[src/rtl/imem_fetch_ctrl.sv]
// +--------------------------------------------------------------------------+
// | imem_fetch_ctrl: PC sequencer feeding a 2-entry instruction buffer.      |
// | Rev 1.0                                                                  |
// +--------------------------------------------------------------------------+
`timescale 1ns/1ps
`default_nettype none

module imem_fetch_ctrl #(
  parameter logic [31:0] RESET_PC  = 32'h0000_0000,
  parameter int          BUF_DEPTH = 2
) (
  input  logic        clk,
  input  logic        rst_n,
  input  logic        start,
  input  logic        halt_req,
  input  logic        redirect_valid,
  input  logic [31:0] redirect_pc,
  output logic [31:0] pc_addr,
  input  logic [31:0] instr,
  output logic        if_valid,
  output logic [31:0] if_instr,
  output logic [31:0] if_pc,
  input  logic        id_ready,
  output logic        misalign_err,
  output logic        running
);

  typedef enum logic [1:0] {
    IDLE = 2'd0,
    RUN  = 2'd1,
    HALT = 2'd2
  } state_t;

  state_t      state;
  logic [31:0] pc;
  logic [31:0] buf_instr [BUF_DEPTH];
  logic [31:0] buf_pc    [BUF_DEPTH];
  logic        head;
  logic        tail;
  logic [1:0]  count;

  logic        full;
  logic        pop;
  logic        fetch;

  assign full     = (count == 2'(BUF_DEPTH));
  assign if_valid = (count != 2'd0) && !redirect_valid;
  assign pop      = if_valid && id_ready;
  // A full buffer may still accept a fetch when the head leaves this cycle.
  assign fetch    = (state == RUN) && !redirect_valid && (!full || pop);

  assign pc_addr  = pc;
  assign if_instr = buf_instr[head];
  assign if_pc    = buf_pc[head];
  assign running  = (state == RUN);

  always_ff @(posedge clk) begin
    if (!rst_n) begin
      state        <= IDLE;
      pc           <= RESET_PC;
      head         <= 1'b0;
      tail         <= 1'b0;
      count        <= 2'd0;
      misalign_err <= 1'b0;
      for (int i = 0; i < BUF_DEPTH; i++) begin
        buf_instr[i] <= 32'd0;
        buf_pc[i]    <= 32'd0;
      end
    end else begin
      misalign_err <= redirect_valid && (redirect_pc[1:0] != 2'b00);

      case (state)
        IDLE:    if (start)    state <= RUN;
        RUN:     if (halt_req) state <= HALT;
        HALT:    if (start)    state <= RUN;
        default:               state <= IDLE;
      endcase

      if (redirect_valid) begin
        // Flush wins over any fetch, pop or stall in the same cycle.
        pc    <= {redirect_pc[31:2], 2'b00};
        head  <= 1'b0;
        tail  <= 1'b0;
        count <= 2'd0;
      end else begin
        if (fetch) begin
          buf_instr[tail] <= instr;
          buf_pc[tail]    <= pc;
          tail            <= tail + 1'b1;
          pc              <= pc + 32'd4;
        end
        if (pop) begin
          head <= head + 1'b1;
        end
        case ({fetch, pop})
          2'b10:   count <= count + 2'd1;
          2'b01:   count <= count - 2'd1;
          default: count <= count;
        endcase
      end
    end
  end

endmodule

`default_nettype wire

[config.mk]
export PLATFORM = sky130hd
export DESIGN_NAME = imem_fetch_ctrl
export DESIGN_NICKNAME = d
export VERILOG_FILES = /design/src/rtl/imem_fetch_ctrl.sv
export SDC_FILE = /design/constraint.sdc
export NUM_CORES = 1
export LEC_CHECK = 0
export ABC_AREA = 1
export CAP_MARGIN = 5
export CORE_MARGIN = 3
export CORE_UTILIZATION = 50
export DETAILED_ROUTE_END_ITERATION = 12
export GPL_TIMING_DRIVEN = 0
export PLACE_DENSITY_LB_ADDON = 0.1
export SLEW_MARGIN = 20
export SYNTH_ARGS = -nofsm -noshare
export SYNTH_HDL_FRONTEND = slang
export SYNTH_SLANG_ARGS = --single-unit
[constraint.sdc]
create_clock -name clk -period 4.1 [get_ports clk]
set_clock_uncertainty 0.1 [all_clocks]
set_input_delay 0.82 -clock clk [delete_from_list [all_inputs] [get_ports clk]]
set_output_delay 0.82 -clock clk [all_outputs]
set_load 0.05 [all_outputs]
=== Word-level counts from Yosys, hierarchy flattened ===
Memories as Yosys holds them, arrays and structs flattened. A register that Yosys moved wholly into a read port is not among the register bits.
Cells that the tools add are included.

* Bits in registers: 39
* Bits in writable memories: 128
* Input port bits: 70
* Output and inout port bits: 99
* Memories kept: 2

* Add/subtract/negate cells: 5
* Equal/unequal tests: 7
* Multiplexer cells: 21
* Bitwise operators: 1
* Reduce and logical (&&, ||, !) cells: 18

{| class="wikitable"
|+ Memories
! name !! words !! bits a word !! read ports !! clocked after memory_dff !! wr ports !! line !! source
|-
| buf_instr || 2 || 32 || 1 || 1 || 2 || 36 || <nowiki>logic [31:0] buf_instr [BUF_DEPTH];</nowiki>
|-
| buf_pc || 2 || 32 || 1 || 1 || 2 || 37 || <nowiki>logic [31:0] buf_pc [BUF_DEPTH];</nowiki>
|}

{| class="wikitable"
|+ Operators by type and width
! cell !! count
|-
| $mux 32 || 4
|-
| $reduce_or 32->1 || 2
|-
| $add 32x3->32 const B || 1
|-
| $mux 1 || 13
|-
| $pmux 2 s2 || 2
|-
| $reduce_bool 2->1 || 4
|-
| $eq 2x2->1 const B || 3
|-
| $logic_and 1x1->1 || 5
|-
| $eq 2x1->1 const B || 2
|-
| $mux 2 || 2
|-
| $reduce_or 2->1 || 2
|-
| $add 1x1->1 const B || 2
|-
| $add 2x1->2 const B || 1
|-
| $logic_not 1->1 || 2
|-
| $logic_not 2->1 || 1
|-
| $ne 2x1->1 const B || 1
|-
| $ne 2x2->1 const B || 1
|-
| $reduce_and 2->1 || 1
|-
| $sub 2x1->2 const B || 1
|-
| $logic_or 1x1->1 || 1
|-
| $not 1->1 || 1
|}

=== Longest topological paths before layout ===
* Word-level depth: 11
* Gate-level depth with buffers: 11

=== Worst setup path before layout ===
No wires, ideal clock.

* Kind: in2reg
* Start point: in redirect_valid
* End point: mem buf_instr[1][0], enable pin
* Library setup time: 0.422 ns
* Data arrival time: 3.058 ns
* Slack: 0.520 ns
* Stages on the path: 9
* Buffers on the path: 2
* Cells stage by stage: buf_2 inv_4 nand3_4 nand2_4 nand2_4 inv_4 nand3_4 buf_6 nand2_1

{| class="wikitable"
|+ RTL lines
! item !! line !! source
|-
| start: declaration || 16 || <nowiki>input logic redirect_valid,</nowiki>
|-
| end: declaration || 36 ||
|}

==> results.cfg <==
[detailed_routing]
wl_um = 18960
via_count = 6085
first_pass_iters = 5
ant_nets = 0
route.detailed.drc = 0
drt_iter0_drc = 281
wl_per_cell_um = 15.34
vias_per_cell = 4.923

[floorplanning]
die_area_um2 = 17360
start_util = 0.5163
die_w_um = 131.8
rows = 45
coreArea_um2 = 15310
io_pins = 169
die-height_um = 131.8

[cts]
clockBufferDepth = 2
cts_resized = 0
cts_buffers = 17
htree_levels = 4
cts_root_buffer = clkbuf_16
clkLatencyLatePin_ns = 0.42
numClockSinks = 162
cts_hold_buf = 0
path_clk_slew_ns = 0.06
post_cts_buffers = 0
cts_tree = done

[worst_setup_path]
path_max_fanout = 10
worstSetupPathType = flop to output port
reg2reg_from = count[0]$_SDFFE_PP0P_
path_buf_inv = 3
crit_family = buffers and inverters
crit_slowest_cell = clkdlybuf4s50_1
worstPathArrival_ns = 2.54
startpoint_type = flop
cp_num_cells = 4
max_stage_delay_ns = 0.75
end_kind = output port
ff2ff_path_depth = 10
crit_chain = clkbuf_1, buf_2, mux2_2, clkdlybuf4s50_1
required_ns = 3.18

[synthesis]
synth_edf_count = 124
synth_top_family_by_area = simple AND/OR/NAND/NOR gates
muxShareOfSynthArea = 0.08829
ys_ff_latch = 162
yosysWarnings = 0
synthSimpleGateAreaFrac = 0.2214
netlist_area_um2 = 7908
synthFlopType = edfxtp_1
async_flop_share = 0
synth_compound_area_frac = 0.03085
yosysUniqueCellTypes = 32
yosysSeqAreaShare = 0.5671
synth_xor_area_frac = 0.006646
syn_area_per_cell_um2 = 9.585
synthAdderAreaFrac = 0.001582
netlist_instances = 825

[global_route]
grt_pass1_vias = 5931
grt_pass1_wl_um = 30450
grt_overflow_total = 0
grt_antenna_before_repair = 0
grt_use_total = 0.2223
grt_start_max_net_pins = 53

[timing]
fmax_ghz = 0.2894
period_minus_slack_ns = 3.456
setup_ws_ns = 0.6442
slew_headroom = 0.5974
setup_viol = 0
fin_crit_sh = 0.8429
finalHoldViolCount = 0
grt_setup_unrepaired = no
slew_violations = 0
tightestPinTransition_ns = 0.6039

[power]
p_leak_uw = 0.004125
finalPower_uw = 4144
p_per_area_nw_per_um2 = 394.6
ir_worst_vdd_v = 0.0002995

[final_layout]
regArea_um2 = 4484
fillers = 1241
multiInputGateArea_um2 = 2788
syn2layout_area_growth_pct = 32.79
layout.nets = 1083
diodes = 0
layout-drive-gt1-share = 0.1522

[outcome]
status = finished clean

[placed_design]
io_buffers = 163
hpwl_um = 13500
place_ws_ns = 0.8112
gp_congestion = 0.9118

[min_path]
min_from = head$_SDFFE_PP0P_
min_path_type = flop to flop
hold_depth = 2

[job]
max_cap_viol_count = 0
-- cell usage after synthesis, drive strengths merged (2+ instances only) --
cell    number  area share
edfxtp     124        0.47
nand3b       2      0.0019
dfxtp       38       0.096
nor3         3      0.0033
nor2       187       0.096
and2         3      0.0024
o21ai       13      0.0082
xor2         5      0.0055
mux2        62       0.088
clkbuf       6      0.0028
buf         31       0.032
inv        102       0.049
nand3       63       0.045
a21oi       34       0.022
nand2      147       0.073
-- per-layer routing --
layer  vias to the layer above  routed length, um  global-route usage
li1                       3039                  -                   -
met1                      2817               8536              0.2955
met2                       197               8910              0.3602
met3                        32               1075             0.05000
met4                         0                432             0.08168
met5                         -                  0                   0
-- final timing paths --
path	to	slack (ns)
worst min register to register	head$_SDFFE_PP0P_	0.39
worst max-delay path	if_pc[17]	0.64
worst min-delay path	head$_SDFFE_PP0P_	0.39
worst max register to register	buf_instr[0][4]$_SDFFCE_PN0P_	1.60
-- worst min-delay path, stage by stage, from the launching register on --
cell and delay [ns]:
dfxtp_1 0.30, inv_1 0.08, a21oi_1 0.07
-- area by class of cell --
type | count | area share
Clock inverter | 9 | 0.01478
Clock buffer | 23 | 0.04457
Inverter | 102 | 0.03694
Sequential cell | 162 | 0.4271
Tap cell | 211 | 0.02514
Buffer | 37 | 0.02610
Multi-Input combinational cell | 527 | 0.2655
Timing Repair Buffer | 165 | 0.1599
-- cells in the final DEF, fill, tap and decap left out, drive strengths merged --
cell	Yosys	final
clkinvlp	0	1
nor3	3	3
edfxtp	124	124
nand2	147	147
nand3	63	63
a41oi	1	1
xor2	5	5
and2	3	3
conb	1	4
clkdlybuf4s50	0	163
dfxtp	38	38
bufinv	0	4
or2	1	1
inv	102	103
a21oi	34	34
clkinv	0	3
nor2	187	187
ha	1	1
xnor2	1	1
clkbuf	6	29
o21ai	13	13
mux2	62	62
nand3b	2	2
buf	31	33
-- stage by stage --
stage               instances  setup TNS (ns)  utilization  cell area, um2  hold slack, ns
floorplan                 828               0            -            7919          0.3474
global placement         1202          -87.69       0.6409            9814          0.3572
detailed placement       1204               0       0.6449            9877          0.3779
CTS                      1236               0       0.6856           10500          0.3886
global route             1236               0       0.6856           10500          0.4149
finish                   1236               0       0.6856           10500          0.3871
-- sequential cells by signal (all words and copies together), names as in the netlist, named ones only --
signal and cells:
buf_pc 60, tail 1, count 2, buf_instr 64
state 2, head 1, pc_addr 30, misalign_err 1
-- power by group --
part           switching [uW]  internal, uW
clock network             621          1050
registers                41.4          1840
logic                     374           216
-- logic make-up after synthesis --
| family | after synthesis |
|---|---|
| and+or+nand+nor | 406 |
| DFF | 162 |
| buffers and inverters | 139 |
| muxes | 62 |
| AOI/OAI and AO/OA | 48 |
| xor gates and xnor gates | 6 |
| adders and majority gates | 1 |
| other | 1 |
(Power assumes the default switching activity.)
==> edit (config.mk and constraints unchanged) <==
The 3 states of `state_t` get a one-hot encoding in 3 bits.
--- a/src/rtl/imem_fetch_ctrl.sv
+++ b/src/rtl/imem_fetch_ctrl.sv
@@ -26,8 +26,8 @@
 );
 
-  typedef enum logic [1:0] {
-    IDLE = 2'd0,
-    RUN  = 2'd1,
-    HALT = 2'd2
+  typedef enum logic [2:0] {
+    IDLE = 3'b001,
+    RUN  = 3'b010,
+    HALT = 3'b100
   } state_t;
 
Function: same outputs for any inputs over 4 cycles, from zero or initial values and one cycle with rst_n low; so few cycles prove little.
==> edit against the unedited design <==
  * Wire length rose by 0.78%
  * Worst setup slack improved by 0.037 ns
  * Synthesized area fell by 0.74%
  * Total power is 4.2% lower
  * Sequential cell count rose by 1
  * Cell area down 1.2%
  * Hold slack better by 0.031 ns
  * Critical endpoint is now if_pc[14]
  * Largest power group unchanged
==> edit: results (changes against the unedited design) <==
stage	metric	value	unit	change
outcome	status	finished clean		
cells_and_area	number of filler cells placed in the layout	1244		+0.24%
cells_and_area	FF/Latch Area	4500	um^2	+0.45%
cells_and_area	clock-cell share of area	5.44	%	-0.50 points
route	Initial DRC Count	455		+62%
place	Placed Instances	1219		+1.2%
clock_network	Clock Tree Buf Depth	2		unchanged
place	gpl congestion	0.949		+4.1%
route	total number of vias	6207		+2.0%
global_route	vias in the first global route	5994		+1.1%
synthesis	Yosys reg bits	163		+0.62%
synthesis	XOR/XNOR Fraction of Synth Area	0.893	%	+0.23 points
setup_path	Worst R2R Path Depth	9		-1
synthesis	ranking of synthesized cells by area	edfxtp_1, dfxtp_1, mux2_2		
cells_and_area	Clock buffer cells	19		-17%
cells_and_area	Area growth syn-to-layout	32.2	%	
cells_and_area	Final non-clock buffer share	18.0	%	-0.63 points
setup_path	crit-path max cell delay	0.74	ns	
synthesis	synth unique cells	29		-9.4%
synthesis	post-synthesis sequential area ratio	57.4	%	+0.68 points
cells_and_area	fin nets	1098		+1.4%
hold_path	min-delay src	state[0]$_SDFFE_PN1P_		
global_route	grt met3 use	5.28	%	+0.28 points
synthesis	Synth Area in Compound Gates	2.98	%	-0.10 points
sta	Fin Hold WS	0.418	ns	+0.0311 ns
pwr	comb pwr	0.584	mW	-1%
cells_and_area	layout cells sized above 1	14.8	%	-0.41 points
setup_path	Reg-to-Reg Start	state[2]$_SDFFE_PN0P_		
pwr	Lkg Pwr	4.09	nW	-0.92%
synthesis	syn avg cell area	9.34	um^2	-2.5%
cells_and_area	comb_multi_in	539		+2.3%
synthesis	most common library cells after synthesis	nor2_1, nand2_1, edfxtp_1		
global_route	met1 usage	29.3	%	-0.26 points
cells_and_area	Finished Layout Cells	1251		+1.2%
setup_path	CP Data Arrival Time	2.50	ns	-0.04 ns
hold_path	Hold Path End	state[0]$_SDFFE_PN1P_		
pwr	total internal power	2.90	mW	-6.8%
cells_and_area	Inverters	104		+2.0%
place	DP Area	9810	um^2	-0.67%
pwr	VDD IR max	0.000274	V	-8.6%
sta	max_slew headroom	58.2	%	-1.5 points
place	dpl ws	0.725	ns	-0.0866 ns
cells_and_area	fraction of area in multi-input gates	26.8	%	+0.27 points
global_route	first-pass GRT wire length	30.7	mm	+0.82%
setup_path	Reg2Reg Setup Slack	1.58	ns	-0.02 ns
setup_path	Worst R2R End	buf_pc[1][23]$_SDFFCE_PN0P_		
global_route	grt met2 use	37.1	%	+1.1 points
route	final wirelength	19.1	mm	+0.78%
synthesis	adder-cell share of the synthesized area	0.159	%	+0.0012 points
global_route	largest net degree at the start of global routing	42		-21%
cells_and_area	antenna cells	0		unchanged
global_route	All-Layer GR Usage	22.4	%	+0.13 points
synthesis	mux share of post-synthesis cell area	8.90	%	+0.066 points
## edit: layer usage
| layer | routed length (um) | part of all wire [%] |
|---|---|---|
| met1 | 8070 | 42 |
| met2 | 9280 | 49 |
| met3 | 1530 | 8.0 |
| met4 | 211 | 1.1 |
| met5 | 0 | 0 |
## edit: how the worst max path moves through the flow
stage / slack, ns / cells past startpoint / to / startpoint
2_1_floorplan: 0.56 / 9 / buf_instr[1][0]$_SDFFCE_PN0P_ / redirect_valid
6_report: 0.68 / 4 / if_pc[14] / flop
3_5_place_dp: 0.72 / 9 / buf_pc[1][29]$_SDFFCE_PN0P_ / id_ready
3_3_place_gp: -0.76 / 8 / buf_pc[1][29]$_SDFFCE_PN0P_ / id_ready
5_1_grt: 0.57 / 4 / if_pc[12] / flop
4_1_cts: 0.63 / 4 / if_pc[14] / flop
## edit: per-stage QoR
stage	setup TNS [ns]	power (mW)
floorplan	0	2.28
global placement	-84.08	2.51
detailed placement	0	2.51
finish	0	3.97
global route	0	4.10
CTS	0	3.99
